--- src/rtl/riscv_inst_encoder.sv ---
// RV32I instruction encoder: packs opcode/register/funct/immediate fields into an instruction word,
// range/alignment-checks the immediate, and issues through a 2-stage valid/ready pipeline.
module riscv_inst_encoder #(
    parameter int unsigned INST_DATA_WIDTH = 32,
    parameter int unsigned ERR_CNT_WIDTH   = 16
) (
    input  logic                       clk,
    input  logic                       rst_n,
    input  logic                       in_valid,
    output logic                       in_ready,
    input  logic [4:0]                 in_opcode,
    input  logic [4:0]                 in_rd,
    input  logic [4:0]                 in_rs1,
    input  logic [4:0]                 in_rs2,
    input  logic [2:0]                 in_funct3,
    input  logic [6:0]                 in_funct7,
    input  logic [INST_DATA_WIDTH-1:0] in_imm,
    output logic                       out_valid,
    input  logic                       out_ready,
    output logic [INST_DATA_WIDTH-1:0] out_inst,
    output logic [1:0]                 out_err,
    output logic [ERR_CNT_WIDTH-1:0]   err_cnt
);
    typedef enum logic [2:0] {FMT_U, FMT_J, FMT_I, FMT_S, FMT_B, FMT_R, FMT_BAD} fmt_e;

    localparam logic [INST_DATA_WIDTH-1:0] NOP = 32'h0000_0013;

    fmt_e                       w_fmt;
    logic [1:0]                 w_err;
    logic                       w_ext11, w_ext12, w_ext20;
    logic                       w_s2_ready;
    logic [INST_DATA_WIDTH-1:0] w_inst;
    logic [6:0]                 w_opc;

    logic                       r_s1_valid;
    fmt_e                       r_s1_fmt;
    logic [1:0]                 r_s1_err;
    logic [4:0]                 r_s1_op, r_s1_rd, r_s1_rs1, r_s1_rs2;
    logic [2:0]                 r_s1_f3;
    logic [6:0]                 r_s1_f7;
    logic [INST_DATA_WIDTH-1:0] r_s1_imm;

    logic                       r_out_valid;
    logic [INST_DATA_WIDTH-1:0] r_out_inst;
    logic [1:0]                 r_out_err;
    logic [ERR_CNT_WIDTH-1:0]   r_err_cnt;

    always_comb begin
        w_fmt = FMT_BAD;
        case (in_opcode)
            5'b01101, 5'b00101:                     w_fmt = FMT_U;
            5'b11011:                               w_fmt = FMT_J;
            5'b11001, 5'b00000, 5'b00100, 5'b11100: w_fmt = FMT_I;
            5'b11000:                               w_fmt = FMT_B;
            5'b01000:                               w_fmt = FMT_S;
            5'b01100:                               w_fmt = FMT_R;
            default:                                w_fmt = FMT_BAD;
        endcase
    end

    // Immediate fits when every bit above the field's sign bit equals that sign bit
    assign w_ext11 = (&in_imm[31:11]) | ~(|in_imm[31:11]);
    assign w_ext12 = (&in_imm[31:12]) | ~(|in_imm[31:12]);
    assign w_ext20 = (&in_imm[31:20]) | ~(|in_imm[31:20]);

    always_comb begin
        w_err = 2'b00;
        case (w_fmt)
            FMT_U:        if (in_imm[11:0] != '0) w_err = 2'b01;
            FMT_I, FMT_S: if (!w_ext11) w_err = 2'b01;
            FMT_B:        if (in_imm[0]) w_err = 2'b10; else if (!w_ext12) w_err = 2'b01;
            FMT_J:        if (in_imm[0]) w_err = 2'b10; else if (!w_ext20) w_err = 2'b01;
            FMT_R:        w_err = 2'b00;
            default:      w_err = 2'b11;
        endcase
    end

    assign w_s2_ready = !r_out_valid || out_ready;
    assign in_ready   = !r_s1_valid || w_s2_ready;

    always_ff @(posedge clk) begin
        if (!rst_n) begin
            r_s1_valid <= 1'b0;
            r_s1_fmt   <= FMT_BAD;
            r_s1_err   <= '0;
            r_s1_op    <= '0;
            r_s1_rd    <= '0;
            r_s1_rs1   <= '0;
            r_s1_rs2   <= '0;
            r_s1_f3    <= '0;
            r_s1_f7    <= '0;
            r_s1_imm   <= '0;
        end else if (in_ready) begin
            r_s1_valid <= in_valid;
            if (in_valid) begin
                r_s1_fmt <= w_fmt;
                r_s1_err <= w_err;
                r_s1_op  <= in_opcode;
                r_s1_rd  <= in_rd;
                r_s1_rs1 <= in_rs1;
                r_s1_rs2 <= in_rs2;
                r_s1_f3  <= in_funct3;
                r_s1_f7  <= in_funct7;
                r_s1_imm <= in_imm;
            end
        end
    end

    assign w_opc = {r_s1_op, 2'b11};

    always_comb begin
        w_inst = NOP;
        case (r_s1_fmt)
            FMT_U: w_inst = {r_s1_imm[31:12], r_s1_rd, w_opc};
            FMT_J: w_inst = {r_s1_imm[20], r_s1_imm[10:1], r_s1_imm[11], r_s1_imm[19:12], r_s1_rd, w_opc};
            FMT_I: w_inst = {r_s1_imm[11:0], r_s1_rs1, r_s1_f3, r_s1_rd, w_opc};
            FMT_S: w_inst = {r_s1_imm[11:5], r_s1_rs2, r_s1_rs1, r_s1_f3, r_s1_imm[4:0], w_opc};
            FMT_B: w_inst = {r_s1_imm[12], r_s1_imm[10:5], r_s1_rs2, r_s1_rs1, r_s1_f3,
                             r_s1_imm[4:1], r_s1_imm[11], w_opc};
            FMT_R: w_inst = {r_s1_f7, r_s1_rs2, r_s1_rs1, r_s1_f3, r_s1_rd, w_opc};
            default: w_inst = NOP;
        endcase
        if (r_s1_err != 2'b00) w_inst = NOP;
    end

    always_ff @(posedge clk) begin
        if (!rst_n) begin
            r_out_valid <= 1'b0;
            r_out_inst  <= '0;
            r_out_err   <= '0;
            r_err_cnt   <= '0;
        end else begin
            if (w_s2_ready) begin
                r_out_valid <= r_s1_valid;
                if (r_s1_valid) begin
                    r_out_inst <= w_inst;
                    r_out_err  <= r_s1_err;
                end
            end
            if (r_out_valid && out_ready && (r_out_err != 2'b00) && (r_err_cnt != '1))
                r_err_cnt <= r_err_cnt + {{(ERR_CNT_WIDTH-1){1'b0}}, 1'b1};
        end
    end

    assign out_valid = r_out_valid;
    assign out_inst  = r_out_inst;
    assign out_err   = r_out_err;
    assign err_cnt   = r_err_cnt;
endmodule

--- config.mk ---
export PLATFORM = sky130hd
export DESIGN_NAME = riscv_inst_encoder
export DESIGN_NICKNAME = d
export VERILOG_FILES = /design/src/rtl/riscv_inst_encoder.sv
export SDC_FILE = /design/constraint.sdc
export NUM_CORES = 1
export LEC_CHECK = 0
export BUFFER_PORTS_ARGS = -buffer_cell sky130_fd_sc_hd__buf_2
export CAP_MARGIN = 20
export CORE_MARGIN = 8
export CORE_UTILIZATION = 56
export CTS_BUF_LIST = sky130_fd_sc_hd__clkbuf_8
export DETAILED_ROUTE_END_ITERATION = 8
export PLACE_DENSITY = 0.78
export REMOVE_ABC_BUFFERS = 1
export SYNTH_ARGS = -nofsm -noshare
export SYNTH_HDL_FRONTEND = slang
export SYNTH_SLANG_ARGS = --single-unit
--- constraint.sdc ---
create_clock -name clk -period 2.1 [get_ports clk]
set_input_delay 0.42 -clock clk [delete_from_list [all_inputs] [get_ports clk]]
set_output_delay 0.42 -clock clk [all_outputs]
set_load 0.005 [all_outputs]
; ---- Word-level counts from Yosys, hierarchy flattened
; Memories as Yosys holds them, arrays and structs flattened.
; Cells that the tools add are included.
[classes]
n_addsub = 1
eq_ne = 11
muxes = 9
n_bitwise = 6
n_reduce_logical = 21
[ops]
columns = operator, count
row1 = $pmux 32 s6, 1
row2 = $mux 32, 1
row3 = $reduce_and 21->1, 1
row4 = $reduce_or 21->1, 1
row5 = $reduce_and 20->1, 1
row6 = $reduce_or 20->1, 1
row7 = $add 16x1->16 const B, 1
row8 = $ne 16x16->1 const B, 1
row9 = $eq 3x2->1 const B, 4
row10 = $eq 3x3->1 const B, 4
row11 = $reduce_and 12->1, 1
row12 = $reduce_bool 12->1, 1
row13 = $reduce_or 12->1, 1
row14 = $pmux 2 s5, 1
row15 = $eq 3x1->1 const B, 2
row16 = $logic_not 3->1, 2
row17 = $mux 1, 4
row18 = $mux 2, 2
row19 = $reduce_and 2->1, 2
row20 = $reduce_bool 2->1, 2
row21 = $logic_and 1x1->1, 3
row22 = $not 1->1, 3
row23 = $or 1x1->1, 3
row24 = $logic_not 1->1, 2
row25 = 2 further kinds, 3
[totals]
register_bits = 119
rom_bits = 96
output_inout_bits = 52
n_memories = 1
[mem_list]
columns = name, depth, width, read_ports, rd_ports_with_merged_regs, write_ports, line
row1 = (no name shown), 32, 3, 1, 0, 0, 50  ; case (in_opcode)

; ---- Logic depth before layout (Yosys ltp)
; Gate-level depths: netlist (run 1).
[logic_depth]
depth_word = 6
mapped_depth = 8
depth_no_buf = 8

; ---- Worst setup path before layout (run 1)
; Ideal clock, no wire load.
[synth_timing]
path_type = reg2reg
startpoint = register r_err_cnt[0] (netlist: err_cnt[0])
endpoint = register r_err_cnt[3] (netlist: err_cnt[3])
setup_time_ps = 115
t_arrival_ps = 1611
path_slack_ps = 374
path_stages_with_launch = 8
path_buffers = 0
synth_period_minus_slack_ps = 1726
path_cell_list = dfxtp_1 ha_1 and3_1 nor2b_1 a21oi_2 nand4_1 xnor2_1 and2_1
[synth_via]
elab_chain_cells = 2
elab_cells_between_ends = 3
[synth_rtl]
columns = element, line
row1 = start: declaration, 46  ; logic [ERR_CNT_WIDTH-1:0] r_err_cnt;
row2 = start signal: assignment, 141  ; r_err_cnt <= r_err_cnt + {{(ERR_CNT_WIDTH-1){1'b0}}, 1'b1};
row3 = branches (longest 2 deep; another with $add 16x1->16), -
; Parallel ways; which one is timed is not known.
; A chain may end at the register's enable or synchronous reset.

; ---- Final worst setup path (run 1)
[layout_timing]
startpoint = register r_err_cnt[0] (netlist: err_cnt[0])
endpoint = register r_err_cnt[15] (netlist: err_cnt[15])
; Same word-level chain as after synthesis.

==> reports/metrics.yaml, run 1 <==
fmax_ghz: 0.516
place_hpwl_mm: 10.2
power.leakage_nw: 2.72
hold_class: "in -> reg"
busiest_layer: "met2"
worst_slew_margin_rel_pct: 59.7
critPathRequiredTime_ns: 2.40
finalCritPeriodShare_pct: 92.3
die-area_um2: 12800
irDropWorstVdd_mv: 0.508
status: "complete, no violations"
routabilityCongestion: 0.835
grt_use_met2_pct: 37.0
yosysWarnings: 0
grt_max_degree: 68
portBuffers: 117
ctsLongestPathBuffers: 2
first_iter_violations: 468
finalHoldViolCount: 0
cts_tree: "yes"
async_reset_ff_share_pct: 0
fin_crit_ns: 1.94
yosys_most_used_dff: "dfxtp_1"
rows: 35
maxSlewViolCount: 0
coreArea_um2: 9200
wl_per_cell_um: 16.7
crit_fanout: 6
layout_setup_ws_ns: 0.161
wl_mm: 14.7
grt_pass1_wl_mm: 23.8
setup_viol: 0
post_cts_buffers: 0
skew_ns: 0.0101
grt_antenna_before_repair: 0
worstMarginPinSlew_ns: 0.602
grt_use_met1_pct: 27.5
rsz0062_at_grt: "no"
cts_buffers: 17
place_ws_ns: 0.197
start_kind: "flop"
first_global_vias: 5027
cts.sinks: 118
use_met3_pct: 7.35
clk_pin_slew_worst_paths_ns: 0.07
grt_usage_pct: 22.8
clkLatencyLatePin_ns: 0.42
first_pass_iters: 7
syn_avg_cell_area_um2: 8.14
holdBufCountCts: 0
synth_area_um2: 5280
vias_per_cell: 5.73
cts.repair.resized: 0
r2r_cells: 6
synth_cell_types: 52
drtAntennaViolNets: 0
ys_seq_area_share_pct: 44.7
finalNetCount: 825
crit_type: "reg -> reg"
remaining_drc_errors: 0
synth-edff-count: 0
hold_depth: 3
worst-endpoint-arrival_ns: 2.24
cts_root_buf: "clkbuf_8"
area_growth_syn_to_layout_pct: 22.7
ios: 118
vias: 5033
start_util_pct: 57.4
drive_gt1_share_pct: 24.9
cp-end-kind: "flop"
fin_cells: 879
grt_overflow: 0
synth_cells: 649
die_w_um: 113
powerDensity_nw_per_um2: 860
htreeDepth: 4
numPlacedInstances: 847
diodes: 0
yosys_register_bits: 118
maxCapViolations: 0
die_y_um: 113
[per-stage QoR]
stage / TNS [ns] / total power, mW / hold slack [ns] / cell area, µm² / util (%)
4_1_cts: 0 / 5.59 / 0.217 / 6480 / 70.5
3_3_place_gp: 0 / 2.90 / 0.435 / 5950 / 64.7
5_1_grt: 0 / 5.76 / 0.217 / 6480 / 70.5
3_5_place_dp: 0 / 2.91 / 0.439 / 5950 / 64.7
6_report: 0 / 5.57 / 0.235 / 6480 / 70.5
2_1_floorplan: -16.07 / 2.69 / 0.423 / 5080 / -
[worst paths after layout]
| check | startpoint | to | slack, ns |
|---|---|---|---|
| max | err_cnt[0] | err_cnt[15] | 0.16 |
| min | in_rs1[0] | r_s1_rs1[0] | 0.23 |
| max reg2reg | err_cnt[0] | err_cnt[15] | 0.16 |
| min reg2reg | r_s1_imm[30] | r_s1_imm[30] | 0.46 |
[state kept, by name (all words and copies together), names as in the netlist, 5 cells and up]
name	cells
err_cnt	16
out_inst	31
r_s1_f7	7
r_s1_imm	32
r_s1_op	5
r_s1_rd	5
r_s1_rs1	5
r_s1_rs2	5
[where the power goes]
group | leakage [nW] | internal (mW) | switching [mW]
Sequential | 0.964 | 2.32 | 0.0673
Clock | 0.258 | 1.79 | 0.910
Combinational | 1.49 | 0.191 | 0.298
[worst max-delay path, cell delays in order (launching register included)]
cell and delay, ns:
dfxtp_1 0.38, ha_1 0.29, and3_1 0.24, a2111oi_4 0.52, nand3_1 0.17, xor2_1 0.17
nor2_1 0.05
[Yosys cell counts (6+ instances only)]
master | instances | share of area (%)
nor4_1 | 6 | 0.71
a22oi_2 | 9 | 2.1
buf_1 | 7 | 0.50
buf_2 | 9 | 0.85
nand3_1 | 7 | 0.66
a21oi_1 | 78 | 7.4
inv_1 | 6 | 0.43
nand4_1 | 10 | 1.2
dfxtp_1 | 118 | 45
xor2_1 | 12 | 2.0
nor3b_1 | 6 | 0.85
o22ai_1 | 11 | 1.3
mux2_2 | 7 | 1.5
o21ai_0 | 13 | 1.2
nor2b_1 | 7 | 0.83
clkbuf_1 | 24 | 1.7
nand2_1 | 160 | 11
mux2i_1 | 9 | 1.7
a22oi_1 | 22 | 3.1
and3_1 | 7 | 0.83
nor2_1 | 61 | 4.3
a22o_1 | 6 | 0.99
[layer usage]
metal	up-vias	part of all wire [%]
met2	193	48
met3	24	7.3
li1	2462	-
met4	0	1.6
met1	2354	43
met5	-	0
[cells by family (layout without fill, tap and decap cells)]
family	Yosys count	after routing	synth area share, %
DFF	118	118	44.7
and+or+nand+nor	281	281	23.4
AOI/OAI and AO/OA	164	164	20.8
xor gates and xnor gates	16	16	2.65
buffers and inverters	50	169	4.26
adders and majority gates	4	4	0.947
muxes	16	16	3.20
[layout by cell type, fill, tap and decap left out, types with 3 or more instances in the layout]
cell type and instances:
mux2i_1 9, nor2b_1 7, nor3b_1 6, a22oi_2 9
and2_1 3, bufinv_16 7, nand4_1 10, a22oi_1 22
buf_2 117, mux2_2 7, xnor2_1 4, o211ai_1 4
ha_1 4, o21ai_0 13, xor2_1 12, and3_1 7
clkbuf_8 21, a22o_1 6, inv_1 5, dfxtp_1 118
a222oi_1 4, buf_12 3, o22ai_1 11, nor4_1 6
a21oi_1 78, buf_4 11, nand3_1 7, nor2_1 61
o21ai_1 3, nand2_1 159
[cell type report]
class | count | area (µm²)
repair buffers | 131 | 728
fillers | 757 | 2710
inverters | 6 | 23.8
clock buffers | 21 | 289
clock inverters | 11 | 243
flip-flops and latches | 118 | 2360
well taps | 111 | 139
multi-input cells | 481 | 2700
Note: power is estimated with default switching activity, not from simulation.
==> run 2, diff against run 1 <==
--- a/config.mk
+++ b/config.mk
@@ -8,10 +8,9 @@
 export BUFFER_PORTS_ARGS = -buffer_cell sky130_fd_sc_hd__buf_2
 export CAP_MARGIN = 20
 export CORE_MARGIN = 8
-export CORE_UTILIZATION = 56
-export CTS_BUF_LIST = sky130_fd_sc_hd__clkbuf_8
+export CORE_UTILIZATION = 54
 export DETAILED_ROUTE_END_ITERATION = 8
-export PLACE_DENSITY = 0.78
+export PLACE_DENSITY = 0.76
 export REMOVE_ABC_BUFFERS = 1
 export SYNTH_ARGS = -nofsm -noshare
 export SYNTH_HDL_FRONTEND = slang
==> run 2 against run 1 <==
  * Critical endpoint is now err_cnt[3]
  * Critical path depth grew 1
  * Cell count rose by 3.0%
  * Power increased by 1.4%
  * First-iteration DRC count fell by 4.1%
  * Non-clock buffer count grew 4
  * Via count rose by 0.77%
  * Fmax grew 2.5%
==> reports/metrics.yaml, run 2 (synthesized netlist as in run 1, its figures left out) <==
status: "complete, no violations"
crit_start: "err_cnt[0]"
fin_tns_setup_ns: 0
post_cts_buffers: 0
grt_usage_pct: 22.5
irDropWorstVdd_mv: 0.629
place_ws_ns: 0.220
remaining_drc_errors: 0
wl_per_cell_um: 16.1
fmax_ghz: 0.528
finalNetCount: 829
reg2reg_from: "err_cnt[0]"
grt_pass1_wl_mm: 23.9
fillers: 828
final_util_pct: 68.6
hold_class: "in -> reg"
start_util_pct: 54.8
die-area_um2: 13200
final_cell_mix: "nand2_1, dfxtp_1, buf_2"
cts_buffers: 17
p_total_mw: 5.65
vias: 5072
portBuffers: 117
power.leakage_nw: 2.76
layout_setup_ws_ns: 0.208
cts.repair.resized: 0
fin_crit_ns: 1.89
first_iter_violations: 449
critPathMaxStageDelay_ns: 0.36
finalCritPeriodShare_pct: 90.1
crit_type: "reg -> reg"
cts.sinks: 118
drive_gt1_share_pct: 25.1
path_buf_inv: 0
finalHoldViolCount: 0
die_y_um: 115
place_hpwl_mm: 10.3
maxCapViolations: 0
cts_tree: "yes"
setup_viol: 0
holdBufCountCts: 0
fin_cells: 905
numPlacedInstances: 873
crit_fanout: 6
worstMarginPinSlew_ns: 0.590
area_growth_syn_to_layout_pct: 25.1
diodes: 0
drtAntennaViolNets: 0
reg2reg_setup_slack_ns: 0.21
final_common_cell: "nand2_1"
rr_endpoint: "err_cnt[3]"
critPathRequiredTime_ns: 2.51
rsz0062_at_grt: "no"
start_kind: "flop"
vias_per_cell: 5.60
r2r_cells: 7
path_cells: "ha_1, and3_1, nor2b_1, a21oi_2, nand4_1, xnor2_1, and2_1"
ios: 118
cp-end-kind: "flop"
clk_pin_slew_worst_paths_ns: 0.06
worst-endpoint-arrival_ns: 2.30
endpoint: "err_cnt[3]"
cp.depth: 7
cts_root_buf: "clkbuf_8"
top_register: "r_s1_imm"
crit_slowest_cell: "dfxtp_1"
powerDensity_nw_per_um2: 855
htreeDepth: 4
grt_overflow: 0
grt_antenna_before_repair: 0
routabilityCongestion: 0.870
maxSlewViolCount: 0
rows: 36
grt_max_degree: 50
coreArea_um2: 9640
first_global_vias: 4979
first_pass_iters: 6
worst_slew_margin_rel_pct: 60.6
clkLatencyLatePin_ns: 0.51
skew_ns: 0.00769
ctsLongestPathBuffers: 2
wl_mm: 14.6
largest_register_ffs: 32
path_delay_family: "simple AND/OR/NAND/NOR gates"
die_w_um: 115
==> run 2: cell types whose count changed in the layout (fill, tap and decap cells not counted), moves of 2 or more <==
cell	before	now
clkinv_2	1	5
clkbuf_8	21	3
buf_12	3	5
buf_4	11	13
clkbuf_16	0	16
bufinv_16	7	2
==> run 2: cell type report <==
cell class	instances	area, µm²	share of cell area, %
multi-input combinational	481	2700	40.8
tap	133	166	2.52
clock inverter	12	129	1.95
sequential	118	2360	35.7
inverter	6	23.8	0.360
clock buffer	20	445	6.74
timing repair buffer	135	783	11.9
==> run 2: stage by stage <==
| step | hold slack (ns) | instance area, µm² |
|---|---|---|
| finish | 0.142 | 6610 |
| global route | 0.129 | 6610 |
| CTS | 0.124 | 6610 |
| detailed placement | 0.441 | 6030 |
| global placement | 0.434 | 6030 |
| floorplan | 0.423 | 5080 |
==> run 2: worst min-delay path by stage <==
stage | startpoint | endpoint | depth (start not counted)
after floorplan | r_s1_op[2] | out_inst[4] | 2
after global placement | r_s1_op[2] | out_inst[4] | 2
after CTS | in_rd[1] | r_s1_rd[1] | 3
final | in_rd[1] | r_s1_rd[1] | 3
after detailed placement | r_s1_op[2] | out_inst[4] | 2
after global routing | in_rd[4] | r_s1_rd[4] | 3
==> run 2: power by group <==
| group | leakage (nW) | switching (mW) | total [mW] | internal, mW |
|---|---|---|---|---|
| sequential | 0.964 | 0.0690 | 2.39 | 2.32 |
| combinational | 1.52 | 0.296 | 0.497 | 0.201 |
| clock | 0.277 | 1.02 | 2.76 | 1.74 |
==> run 2: worst min-delay path, delay by kind of cell <==
kind,cells,cell delay (ns)
buffers and inverters,1,0.09
AOI/OAI and AO/OA,1,0.05
and+or+nand+nor,1,0.04
==> run 2: layer usage <==
layer / routed length, µm / vias up / track usage, %
met2: 7060 / 193 / 36.5
met1: 6220 / 2385 / 27.8
met5: 0 / - / 0
li1: - / 2474 / -
met4: 189 / 0 / 7.44
met3: 1120 / 20 / 7.14
